File: src/rtl/mem_arb_pkg.sv
// Shared bus encodings and types for the unified-memory arbiter.
// Bus command values match the processor's sys_defs encoding.
package mem_arb_pkg;

  localparam logic [1:0] BUS_NONE  = 2'h0;
  localparam logic [1:0] BUS_LOAD  = 2'h1;
  localparam logic [1:0] BUS_STORE = 2'h2;

  localparam int MEM_ARB_TAG_W = 4;

  typedef enum logic {
    OWN_IF = 1'b0,
    OWN_DM = 1'b1
  } owner_e;

endpackage

File: src/rtl/mem_tag_table.sv
// Owner table for outstanding memory load tags: one {valid, owner} entry per tag.
// A set and a clear aimed at the same tag in one cycle leave the entry set with the new owner.
module mem_tag_table
  import mem_arb_pkg::*;
#(
  parameter int TAG_W = MEM_ARB_TAG_W
) (
  input  logic             clk,
  input  logic             rst_n,
  input  logic             i_set_en,
  input  logic [TAG_W-1:0] i_set_tag,
  input  owner_e           i_set_owner,
  input  logic [TAG_W-1:0] i_look_tag,
  input  logic             i_clr_en,
  output logic             o_hit,
  output owner_e           o_hit_owner,
  output logic             o_busy
);

  localparam int NENT = 1 << TAG_W;

  logic [NENT-1:0] r_valid;
  owner_e          r_owner [NENT];

  logic            w_look_nz;

  assign w_look_nz   = (i_look_tag != '0);
  assign o_hit       = w_look_nz && r_valid[i_look_tag];
  assign o_hit_owner = r_owner[i_look_tag];
  assign o_busy      = |r_valid;

  // The set is written after the clear so it wins on a same-tag collision.
  always_ff @(posedge clk or negedge rst_n) begin
    if (!rst_n) begin
      r_valid <= '0;
      for (int i = 0; i < NENT; i++) begin
        r_owner[i] <= OWN_IF;
      end
    end else begin
      if (i_clr_en && w_look_nz) begin
        r_valid[i_look_tag] <= 1'b0;
      end
      if (i_set_en && (i_set_tag != '0)) begin
        r_valid[i_set_tag] <= 1'b1;
        r_owner[i_set_tag] <= i_set_owner;
      end
    end
  end

endmodule

File: src/rtl/unified_mem_arbiter.sv
// Shares one unified memory between the fetch port and the data port, tracking
// the owner of every outstanding load tag so returns are routed back to it.
module unified_mem_arbiter
  import mem_arb_pkg::*;
#(
  parameter int TAG_W      = MEM_ARB_TAG_W,
  parameter int ADDR_W     = 32,
  parameter int DATA_W     = 32,
  parameter int STARVE_MAX = 4
) (
  input  logic              clk,
  input  logic              rst,
  input  logic [1:0]        im_command,
  input  logic [ADDR_W-1:0] im_addr,
  output logic [TAG_W-1:0]  im_response,
  output logic [DATA_W-1:0] im_data,
  output logic [TAG_W-1:0]  im_tag,
  input  logic [1:0]        dm_command,
  input  logic [ADDR_W-1:0] dm_addr,
  input  logic [DATA_W-1:0] dm_wdata,
  output logic [TAG_W-1:0]  dm_response,
  output logic [DATA_W-1:0] dm_rdata,
  output logic [TAG_W-1:0]  dm_tag,
  output logic [1:0]        proc2mem_command,
  output logic [ADDR_W-1:0] proc2mem_addr,
  output logic [DATA_W-1:0] proc2mem_data,
  input  logic [TAG_W-1:0]  mem2proc_response,
  input  logic [DATA_W-1:0] mem2proc_data,
  input  logic [TAG_W-1:0]  mem2proc_tag,
  output logic              busy,
  output logic              err_orphan
);

  localparam int SW = $clog2(STARVE_MAX + 1);
  localparam logic [SW-1:0] SMAX = SW'(STARVE_MAX);

  // Handshake: a requester presents command/addr/data and holds them stable
  // until its *_response is non-zero; a zero response means retry next cycle.
  // A non-zero mem2proc_response is the memory's acceptance tag for the
  // command forwarded this cycle.

  logic [SW-1:0] r_starve_cnt;
  logic          r_err_orphan;

  logic          w_im_req;
  logic          w_dm_req;
  logic          w_grant_dm;
  logic          w_grant_im;
  logic          w_accept;
  logic          w_set_en;
  owner_e        w_set_owner;
  logic          w_hit;
  owner_e        w_hit_owner;
  logic          w_busy;
  logic          w_ret_nz;
  logic          w_orphan;

  assign w_im_req   = (im_command != BUS_NONE);
  assign w_dm_req   = (dm_command != BUS_NONE);
  assign w_grant_dm = w_dm_req && (!w_im_req || (r_starve_cnt < SMAX));
  assign w_grant_im = w_im_req && !w_grant_dm;

  assign w_accept    = rst && (mem2proc_response != '0);
  assign w_set_owner = w_grant_dm ? OWN_DM : OWN_IF;
  assign w_set_en    = w_accept &&
                       ((w_grant_dm && (dm_command == BUS_LOAD)) ||
                        (w_grant_im && (im_command == BUS_LOAD)));

  assign w_ret_nz = (mem2proc_tag != '0);
  assign w_orphan = w_ret_nz && !w_hit;

  mem_tag_table #(
    .TAG_W (TAG_W)
  ) u_tag_table (
    .clk         (clk),
    .rst_n       (rst),
    .i_set_en    (w_set_en),
    .i_set_tag   (mem2proc_response),
    .i_set_owner (w_set_owner),
    .i_look_tag  (mem2proc_tag),
    .i_clr_en    (w_hit),
    .o_hit       (w_hit),
    .o_hit_owner (w_hit_owner),
    .o_busy      (w_busy)
  );

  // Request path; every output is held at zero while reset is asserted.
  always_comb begin
    proc2mem_command = BUS_NONE;
    proc2mem_addr    = '0;
    proc2mem_data    = '0;
    im_response      = '0;
    dm_response      = '0;
    if (rst) begin
      if (w_grant_dm) begin
        proc2mem_command = dm_command;
        proc2mem_addr    = dm_addr;
        proc2mem_data    = dm_wdata;
        dm_response      = mem2proc_response;
      end else if (w_grant_im) begin
        proc2mem_command = im_command;
        proc2mem_addr    = im_addr;
        im_response      = mem2proc_response;
      end
    end
  end

  // Return path: routed from the entry as it stood before this cycle's update.
  always_comb begin
    im_data  = '0;
    im_tag   = '0;
    dm_rdata = '0;
    dm_tag   = '0;
    if (rst && w_hit) begin
      if (w_hit_owner == OWN_DM) begin
        dm_rdata = mem2proc_data;
        dm_tag   = mem2proc_tag;
      end else begin
        im_data = mem2proc_data;
        im_tag  = mem2proc_tag;
      end
    end
  end

  // Fetch is starved only while it is actually waiting behind data grants.
  always_ff @(posedge clk or negedge rst) begin
    if (!rst) begin
      r_starve_cnt <= '0;
    end else if (w_grant_dm && w_im_req) begin
      if (r_starve_cnt < SMAX) begin
        r_starve_cnt <= r_starve_cnt + SW'(1);
      end
    end else begin
      r_starve_cnt <= '0;
    end
  end

  always_ff @(posedge clk or negedge rst) begin
    if (!rst) begin
      r_err_orphan <= 1'b0;
    end else if (w_orphan) begin
      r_err_orphan <= 1'b1;
    end
  end

  assign busy       = rst && w_busy;
  assign err_orphan = rst && r_err_orphan;

endmodule

File: config.mk
export PLATFORM = sky130hd
export DESIGN_NAME = unified_mem_arbiter
export DESIGN_NICKNAME = d
export VERILOG_FILES = /design/src/rtl/mem_arb_pkg.sv /design/src/rtl/mem_tag_table.sv /design/src/rtl/unified_mem_arbiter.sv
export SDC_FILE = /design/constraint.sdc
export NUM_CORES = 1
export LEC_CHECK = 0
export CAP_MARGIN = 20
export CORE_AREA = 2 2 124 102
export DETAILED_ROUTE_END_ITERATION = 7
export DIE_AREA = 0 0 126 104
export PLACE_DENSITY = 0.77
export SYNTH_ARGS = -nofsm -noshare
export SYNTH_HDL_FRONTEND = slang
export SYNTH_SLANG_ARGS = --single-unit
File: constraint.sdc
create_clock -name clk -period 2.6 [get_ports clk]
set_clock_uncertainty 0.2 [all_clocks]
set_input_delay 0.39 -clock clk [delete_from_list [all_inputs] [get_ports clk]]
set_output_delay 0.39 -clock clk [all_outputs]
set_load 0.005 [all_outputs]
After elaboration in Yosys (flattened, before gate mapping)
Cells that the tools add are included.
Storage, ports and cells
  register bits after elaboration: 36
  bits of input ports: 142
Cells by class
  add/subtract/negate cells: 1
  $lt $le $gt $ge: 8
  eq/ne operators: 3
  multiplexer cells: 38
  bitwise gates (word level): 5
  reduce and logical (&&, ||, !) cells: 27
Operators with widths (number)
  $mux 32: 9
  $mux 4: 9
  $mux 16: 2
  $logic_and 1x1->1: 17
  $and 16x16->16: 1
  $bwmux 16: 1
  $not 16->16: 1
  $or 16x16->16: 1
  $reduce_or 16->1: 1
  $demux 1 s4: 3
  $ge 5x5->1 const B: 2
  $lt 4x5->1 const B: 2
  $not 4->5: 2
  $bmux 1 s4: 2
  $ge 4x1->1 const B: 2
  $reduce_bool 4->1: 2
  $mux 1: 7
  $mux 2: 3
  $mux 3: 2
  $lt 5x1->1 const B: 1
  $eq 2x1->1 const B: 2
  $reduce_bool 2->1: 2
  $add 3x1->3 const B: 1
  $logic_not 1->1: 3
  3 further kinds: 4

Longest topological paths before layout
  word-level depth: 11
  gate-level depth with buffers: 8
  gate-level depth less buffers: 4

Modules after synthesis
A second synthesis with hierarchy kept.
Second synthesis, totals
  cells, all modules: 343
  area total of the unflattened synthesis: 3093.0 um^2
By module, submodules not included
  mem_tag_table: instances 1, cells an instance 144, area each 1615.3 um^2, sequential area each 800.8 um^2
  unified_mem_arbiter: instances 1, cells an instance 199, area each 1477.7 um^2, sequential area each 100.1 um^2

Least setup slack after synthesis
Ideal clock, no wire load.
  kind: input -> output
  from: in mem2proc_tag[0]
  to: out im_data[11]
  arrival: 2.204 ns
  required time: 2.010 ns
  slack: -0.194 ns
  cell stages on the path: 8
  path buffers: 4
  cell sequence: buf_6 > mux2i_1 > mux4_2 > or4b_1 > buf_2 > buf_6 > buf_6 > a211oi_2
Between the ends
  cells in the longest elaborated chain, start to end: 6
  elaborated cells between the ends (all ways): 11
  those cells by class: 7 x mux; 1 x bitwise; 3 x reduce/logical
Ends and longest elaborated chain
  start: declaration: RTL line unified_mem_arbiter.sv:29  | input logic [TAG_W-1:0] mem2proc_tag,
  $not 4->5 (not written as such): RTL line mem_tag_table.sv:29  | assign o_hit_owner = r_owner[i_look_tag];
  $bmux 1 s4: RTL line mem_tag_table.sv:29
  $mux 1 (not written as such) (2 in a row): RTL line mem_tag_table.sv:29
  $mux 32: RTL line unified_mem_arbiter.sv:115  | if (w_hit_owner == OWN_DM) begin
  $mux 32 (*): RTL line unified_mem_arbiter.sv:114  | if (rst && w_hit) begin
  end: declaration: RTL line unified_mem_arbiter.sv:16  | output logic [DATA_W-1:0] im_data,
Mark *: on every way between the ends. The rest lies on a longest branch, timed or not. The select of a mux whose other input is x is not followed.

Worst setup path after layout
  from: reg u_tag_table.r_valid[4]
  to: out dm_rdata[22]
Between the ends
  cells in the longest elaborated chain, start to end: 5
Ends and longest elaborated chain
  start: declaration: RTL line mem_tag_table.sv:22  | logic [NENT-1:0] r_valid;
  start signal: assignment: RTL line mem_tag_table.sv:35  | r_valid <= '0;
  start signal: indexed assignment: RTL line mem_tag_table.sv:41  | r_valid[i_look_tag] <= 1'b0;
  start signal: indexed assignment: RTL line mem_tag_table.sv:44  | r_valid[i_set_tag] <= 1'b1;
  $bmux 1 s4: RTL line mem_tag_table.sv:28  | assign o_hit = w_look_nz && r_valid[i_look_tag];
  $mux 1 (not written as such): RTL line mem_tag_table.sv:28
  $logic_and 1x1->1: RTL line mem_tag_table.sv:28
  $logic_and 1x1->1: RTL line unified_mem_arbiter.sv:114
  $mux 32: RTL line unified_mem_arbiter.sv:114
  end: declaration: RTL line unified_mem_arbiter.sv:22  | output logic [DATA_W-1:0] dm_rdata,
Every way passes these cells. The select of a mux whose other input is x is not followed.

==> results.md <==
- Highest metal used: met4
- Ranking of synthesized cells by area: dfrtp_1, a211oi_1, a22o_1
- Sequential power share: 23.7%
- GRT overflow: 0
- Setup crit end kind: output port
- MaxCap Viol Count: 0
- Routed wl met3: 1445 µm
- Logic pwr share: 57.6%
- Outcome: finished, violations left
- Met1 wire length: 7296 µm
- Buf/Inv on CP: 5
- Worst rel slew slack: 62.38%
- Detailed Routing Iterations Pass 1: 5
- Die ar.: 13,100 µm²
- CTS H-Tree Depth: 2
- Top-Level Pins: 290
- Cts-stage hold buffer count: 0
- Synth warn: 0
- WP data arrival: 2.76 ns
- Worst setup margin: -0.7546 ns
- Clock-pin slew on the worst setup and hold paths: 0.05 ns
- CP max stage delay: 0.58 ns
- Sequential area share after synthesis: 25.83%
- Drt total wl: 19,560 µm
- Synthesized area per cell: 8.403 µm²
- Psw: 0.0009856 W
- Post-DP HPWL: 12,230 µm
- Crit path time final: 3.355 ns
- Req. time, crit path: 2.01 ns
- Critical setup path kind: reg -> out
- Detailed Route Iter0 Violations: 263
- Initial core utilization: 29.32%
- Post-DP Area: 7015 µm²
- PD cells: 361.6 nW/µm²
- ANT nets after route: 0
- GP Congestion: 0.9257
- # fillers: 842
- Clk Latency, worst-skew pair: 0.28 ns
- Layout Cells excl Fill: 957
- Most common cell on crit path: buf_6
- R2r setup slk: 0.41 ns
- Final period util: 129.0%
- Most common cell after layout, fill and taps aside: clkdlybuf4s50_1
- Power share of the clock group: 18.7%
- GRT Util Overall: 27.40%
- Switch share: 33.12%
- Clock Path Buffers: 2
- Slowest cell on crit path: or4b_4
- Setup violators final: 70
- Vias: 5,142
- Synth-to-Final Area Change: 136.0%
- HP Class: in -> async
- Crit-path leading delay family: buffers and inverters
- DP Cell Count: 863
- Critical Path Fanout Max: 4
- CTS tree: built
- Fin. max-slew vios: 0
- Failing checks: setup timing
- Synth Instances: 415
- Synth area leader: dfrtp_1
- Net Count, Synth: 558
- Post-synth cell types: 34
- Most frequent cells in the layout: clkdlybuf4s50_1, buf_4, buf_2
- Design Area, Final: 8230 µm²
- Core area: 11,890 µm²
- Place WS: -1.237 ns
- Worst slew pin tran: 0.5640 ns
- VDD IR max: 0.2232 mV
- Leakage Power: 4.065 nW
- Clock sinks: 36
- Number of global-route vias before repair: 5,213
- CP cell instances: mux2i_1 > mux4_2 > buf_6 > or4b_4 > buf_6 > buf_8 > buf_6 > a211oi_2 > buf_2
- Met2 WL: 9974 µm
- Port-buffer cells: 289
- Die Y-Extent: 104 µm
- Global-route wire length before repair: 28,910 µm
- Largest net degree at the start of global routing: 93
- WL/cell: 20.44 µm
- CTS buffer count: 5
- Setup TNS: -38.74 ns
- Final hold vios: 0
- Antenna violations before repair: 0
- Synth top area share: 25.83%
- Die W: 126 µm
- Drt drc: 0
- Via density: 5.373
- P_int: 0.001990 W
- Synthesized flop and latch total: 36
- Layout cells sized above 1: 41.86%
- Net count, final: 948
- N_diodes: 0
- Startpoint Class: register
- Row count: 36
- RSZ-0062 raised after global routing: yes
- Synthesized area: 3487 µm²
- CTS root buf: clkbuf_16
- Fmax achieved: 298.1 MHz
final timing paths:
check                                                    start                                  end  cells past startpoint
hold reg to reg            u_tag_table.r_owner[15]$_DFFE_PN0P_  u_tag_table.r_owner[15]$_DFFE_PN0P_                      0
max in group asynchronous                                  rst  u_tag_table.r_owner[14]$_DFFE_PN0P_                      3
setup / recovery              u_tag_table.r_valid[4]$_DFF_PN0_                         dm_rdata[22]                      9
hold / removal                                             rst             r_err_orphan$_DFFE_PN0P_                      3
setup reg to reg                   r_starve_cnt[2]$_DFFE_PN0P_  u_tag_table.r_owner[13]$_DFFE_PN0P_                      6
min in group clk           u_tag_table.r_owner[15]$_DFFE_PN0P_  u_tag_table.r_owner[15]$_DFFE_PN0P_                      0
kinds of logic (layout without fill, tap and decap cells):
family | count (synthesis) | after routing | synth area share [%]
AOI/OAI and AO/OA | 142 | 142 | 33.51
adders and majority gates | 1 | 1 | 0.3588
buffers and inverters | 85 | 474 | 10.30
DFF | 36 | 36 | 25.83
muxes | 32 | 32 | 11.55
and+or+nand+nor | 119 | 120 | 18.44
what timing repair did:
action                                  4_1_cts  5_1_grt
pin swaps                                    27       31
gates resized for setup                     454       49
gates cloned                                 16        2
setup buffers                                55       20
endpoints found under the setup margin      144       95
routing by layer:
metal / vias up / track usage, %
li1: 2331 / -
met1: 2468 / 31.71
met2: 289 / 49.58
met3: 54 / 5.453
met4: 0 / 10.44
met5: - / 0
stage by stage:
step / power [W] / hold WS (ns) / util, %
after global routing: 0.003114 / 0.07625 / 69.21
final: 0.002976 / 0.04428 / 69.21
after global placement: 0.001990 / 0.1651 / 59.00
after floorplan: 0.001250 / -0.1056 / -
after detailed placement: 0.002022 / 0.1765 / 59.00
after CTS: 0.002870 / 0.06328 / 67.22
final cells by class:
cell class | count | area (µm²) | area share [%]
clock buffers | 6 | 128.9 | 1.566
clock inverters | 1 | 5.005 | 0.06081
inverters | 36 | 135.1 | 1.642
multi-input cells | 295 | 2670 | 32.44
flip-flops and latches | 36 | 902.1 | 10.96
well taps | 152 | 190.2 | 2.311
repair buffers | 431 | 4199 | 51.02
worst register-to-register path: cells and delay by family, from the launching register on:
| kind | cells | cell delay [ns] |
|---|---|---|
| flops | 1 | 0.40 |
| compound gates | 3 | 0.81 |
| buf+inv | 2 | 0.30 |
| mux | 1 | 0.37 |
sequential cells by signal (all words and copies together), names as in the netlist:
signal               flops
r_starve_cnt             3
r_err_orphan             1
u_tag_table.r_owner     16
u_tag_table.r_valid     16
cells in the mapped netlist, drive strengths merged:
cell type	count
dfrtp	36
nor4	5
nand3	23
nor2b	8
a21o	17
mux2i	11
nand4	2
buf	17
a22oi	1
a21oi	17
nand2	12
a31oi	1
o2111a	2
a21boi	1
ha	1
inv	36
a211oi	68
or4b	1
o21bai	1
and2	9
nor3	3
mux2	16
clkbuf	32
o21ai	1
mux4	5
a41oi	1
and3	37
a22o	32
nor2	17
nand2b	2
power by group through the flow:
stage / registers, W / logic (W) / clock network (W)
after global placement: 0.000708 / 0.00128 / 0
after global routing: 0.000715 / 0.00180 / 0.000595
after detailed placement: 0.000713 / 0.00131 / 0
final: 0.000706 / 0.00171 / 0.000557
after floorplan: 0.000696 / 0.000554 / 0
after CTS: 0.000702 / 0.00160 / 0.000568
Power figures use the tool's default switching activity.
